## src/rtl/controller.sv

```systemverilog
// controller: fetch/execute FSM decoding the IR opcode into datapath strobes and mux selects.
module controller (
  input  logic       clk,
  input  logic       reset,
  input  logic [3:0] Opcode,
  output logic       LoadIR,
  output logic       IncPC,
  output logic       SelPC,
  output logic       LoadPC,
  output logic       LoadReg,
  output logic       LoadAcc,
  output logic [1:0] SelAcc,
  output logic [3:0] SelALU
);
  typedef enum logic [1:0] {RST = 2'b00, FETCH = 2'b01, EXEC = 2'b10, HALT = 2'b11} stateT;
  stateT state;
  logic exec, aluOp;
  always_ff @(posedge clk)
    if (reset) state <= RST;
    else state <= state == RST   ? FETCH :
                  state == FETCH ? EXEC :
                  state == EXEC  ? (Opcode == 4'hF ? HALT : FETCH) : HALT;
  // Opcode is only looked at in EXEC, so junk on it in other states never reaches an output.
  always_comb begin
    exec    = state == EXEC;
    aluOp   = exec && Opcode >= 4'h4 && Opcode <= 4'hA;
    LoadIR  = state == FETCH;
    IncPC   = state == FETCH;
    SelPC   = exec && Opcode == 4'hB;
    LoadPC  = exec && Opcode == 4'hB;
    LoadReg = exec && Opcode == 4'h2;
    LoadAcc = aluOp || (exec && (Opcode == 4'h1 || Opcode == 4'h3));
    SelAcc  = !exec ? 2'b00 : Opcode == 4'h1 ? 2'b01 : Opcode == 4'h3 ? 2'b10 : 2'b00;
    SelALU  = aluOp ? Opcode : 4'h0;
  end
endmodule

```

## config.mk

```make
export PLATFORM = sky130hd
export DESIGN_NAME = controller
export DESIGN_NICKNAME = d
export VERILOG_FILES = /design/src/rtl/controller.sv
export SDC_FILE = /design/constraint.sdc
export NUM_CORES = 1
export LEC_CHECK = 0
export ABC_AREA = 1
export CORE_AREA = 3 3 40 42
export DETAILED_ROUTE_END_ITERATION = 6
export DIE_AREA = 0 0 43 45
export PLACE_DENSITY = 0.54
export SLEW_MARGIN = 5
export SYNTH_ARGS = -nofsm -noshare
export SYNTH_HDL_FRONTEND = slang
export SYNTH_SLANG_ARGS = --single-unit
export TNS_END_PERCENT = 100
```

## constraint.sdc

```tcl
create_clock -name clk -period 1.22 [get_ports clk]
set_clock_uncertainty 0.1 [all_clocks]
set_input_delay 0.244 -clock clk [delete_from_list [all_inputs] [get_ports clk]]
set_output_delay 0.244 -clock clk [all_outputs]
set_load 0.05 [all_outputs]
```

==> results of run 1 <==
-- critical path: stages, from the launching register on --
cell	delay [ns]
dfxtp_2	0.32
inv_2	0.04
nor2_4	0.17
buf_4	0.16
nand2_4	0.07
nor2_4	0.11
buf_12	0.14
-- layout make-up --
class	instances	area (um2)
fillers	120	593
well taps	15	18.8
multi-input cells	23	229
repair buffers	26	353
inverters	7	26.3
clock buffers	3	22.5
flip-flops and latches	2	42.5
-- report_power, final --
part           total [mW]  switching [mW]  internal [mW]
logic               0.239           0.131          0.107
clock network       0.145          0.0370          0.108
registers          0.0792         0.00526         0.0740
total               0.463           0.174          0.290
-- per-layer routing --
metal,global-route usage [%],up-vias
li1,-,159
met2,17.4,9
met3,1.59,0
met1,7.19,136
met4,5.42,0
met5,0,-
-- final timing paths --
kind,startpoint,end,slack [ns],cells past startpoint
setup / recovery,state[1]$_SDFF_PP0_,SelALU[1],-0.36,6
hold / removal,Opcode[2],state[1]$_SDFF_PP0_,0.40,3
setup reg to reg,state[0]$_SDFF_PP0_,state[0]$_SDFF_PP0_,0.27,4
hold reg to reg,state[0]$_SDFF_PP0_,state[1]$_SDFF_PP0_,0.49,2
-- placed cells by master, fill, tap and decap left out, types with 2 or more instances in the layout --
cell type      count
buf_4              9
nand2_2            2
dfxtp_2            2
nor2_4             9
buf_12            12
dlygate4sd2_1      4
nand3_2            2
clkbuf_4           3
nand2_4            2
inv_2              4
inv_1              3
-- Yosys cell counts --
| master | count |
|---|---|
| nor2_4 | 1 |
| nand3_2 | 2 |
| buf_4 | 2 |
| dfxtp_1 | 2 |
| inv_2 | 1 |
| nor3_2 | 1 |
| nor2_2 | 1 |
| nand4_2 | 1 |
| nand3_1 | 1 |
| nand2_2 | 3 |
| inv_1 | 6 |
| nand2_1 | 2 |
| nor2_1 | 8 |
| o21bai_1 | 1 |
| nand4_1 | 1 |
| a21oi_1 | 1 |
-- logic make-up after synthesis --
logic type             after synthesis  synth area share [%]
AND/OR/NAND/NOR                     21                  57.6
buffers and inverters                9                  18.6
flip-flops                           2                  18.1
AO/OA/AOI/OAI                        2                  5.65
-- stage by stage --
| step | util (%) | setup TNS [ns] | setup WS, ns | power (mW) | cells |
|---|---|---|---|---|---|
| final | 53.8 | -3.66 | -0.364 | 0.463 | 76 |
| after global routing | 53.8 | -4.40 | -0.427 | 0.491 | 76 |
| after CTS | 53.7 | -4.18 | -0.405 | 0.476 | 76 |
| after detailed placement | 50.8 | -5.44 | -0.580 | 0.315 | 72 |
| after global placement | 50.8 | -5.34 | -0.564 | 0.313 | 72 |
| after floorplan | - | -1.30 | -0.311 | 0.199 | 34 |
-- timing repair --
action,in CTS,in global routing
hold buffers,0,0
endpoints found under the setup margin,12,12
resized for setup,8,1
pin swaps,2,2
buffers inserted,1,0
==> flow_summary_export.csv, run 1 <==
group,metric,value,unit
logic_synthesis,syn_inst,34,
clock_tree,cts_root_buffer,"clkbuf_4",
logic_synthesis,syn-num-nets,40,
setup_path,startpoint_type,"register",
timing,whs,0.399,ns
setup_path,critPathArrivalTime,1.24,ns
drt,drt_iter0_drc,0,
logic_synthesis,synth_cell_types,16,
timing,drv_slew,0,
floorplan,ios,18,
clock_tree,clk_path_buf_depth,2,
drt,maxUsedRoutingLayer,"met3",
placed_design,place_hpwl,632,um
global_routing,grt_max_degree,7,
setup_path,crit_path_end_kind,"primary output",
drt,drt-met1-wl,206,um
setup_path,crit_type,"reg2out",
timing,min_period,1.58,ns
setup_path,crit_fanout,6,
floorplan,initial_core_util,17.2,%
global_routing,grt_usage,8.40,%
layout,regMostFlops,"state",
timing,final_hold_viol_count,0,
drt,wire_per_inst,9.26,um
timing,fin_ws,-0.364,ns
logic_synthesis,synth-seq-area-share,18.1,%
pwr,p_per_area,670,nW/um2
timing,finalSetupViolCount,12,
pwr,p_leak,0.293,nW
timing,max_slew.worst_pin.slew,0.250,ns
layout,fin_nets,69,
timing,period_share,130,%
drt,drcViolationCount,0,
placed_design,port_buffers,17,
logic_synthesis,synthTopCellsByArea,"dfxtp_1 18%, nor2_1 14%, inv_1 10%",
logic_synthesis,synth_top_area_share,18.1,%
global_routing,grt_pass1_vias,308,
clock_tree,cts_tree,"yes",
global_routing,antenna_found_initial,0,
logic_synthesis,ys_ff_latch,2,
clock_tree,clock_latency,0.22,ns
drt,antenna_left,0,
layout,top_regs,"state: 2 flops",
drt,wl_met2,459,um
status,status,"finished with violations",
clock_tree,htreeDepth,1,
drt,totalWireLength,704,um
drt,wl_met3,39,um
setup_path,cp.required,0.88,ns
global_routing,grt_pass1_wl,1210,um
status,violations,"negative setup slack",
hold_path,hold_class,"in2reg",
global_routing,gr-total-overflow,0,
logic_synthesis,synth_area,221,um2
layout,largest_reg_flops,2,
layout,drive_above_1_share,78.7,%
floorplan,die_h,45,um
drt,dr_total_vias,304,
floorplan,fp.dieW,43,um
drt,first_pass_iters,1,
clock_tree,clk_pin_slew,0.03,ns
timing,slew_headroom,83.4,%
placed_design,place_area,653,um2
logic_synthesis,yosys.area.top_type,"dfxtp_1",
drt,viasPerCell,4.00,
placed_design,gp_congestion,0.708,
layout,area_delta_synth_final,212,%
run,maxCapViolations,0,
clock_tree,cts.sink_count,2,
timing,grt_setup_unrepaired,"true",
floorplan,core,1280,um2
logic_synthesis,syn_avg_cell_area,6.51,um2
logic_synthesis,yosys_warnings,0,
pwr,ir_worst_vdd,587,uV
floorplan,num_rows,13,
floorplan,fp.dieArea,1940,um2
layout,stdcell_area,692,um2
clock_tree,numCtsBuffers,3,
layout,insertedDiodeCount,0,
timing,fmax,631,MHz
No activity file was read; power rests on OpenSTA's default activity.
==> inputs of run 2 (changes only) <==
--- a/config.mk
+++ b/config.mk
@@ -9,6 +9,7 @@
 export CORE_AREA = 3 3 40 42
 export DETAILED_ROUTE_END_ITERATION = 6
 export DIE_AREA = 0 0 43 45
+export HOLD_SLACK_MARGIN = 0.08
 export PLACE_DENSITY = 0.54
 export SLEW_MARGIN = 5
 export SYNTH_ARGS = -nofsm -noshare
==> results of run 2 <==
Same layout as run 1: the final DEF is identical, and so are final timing and power.
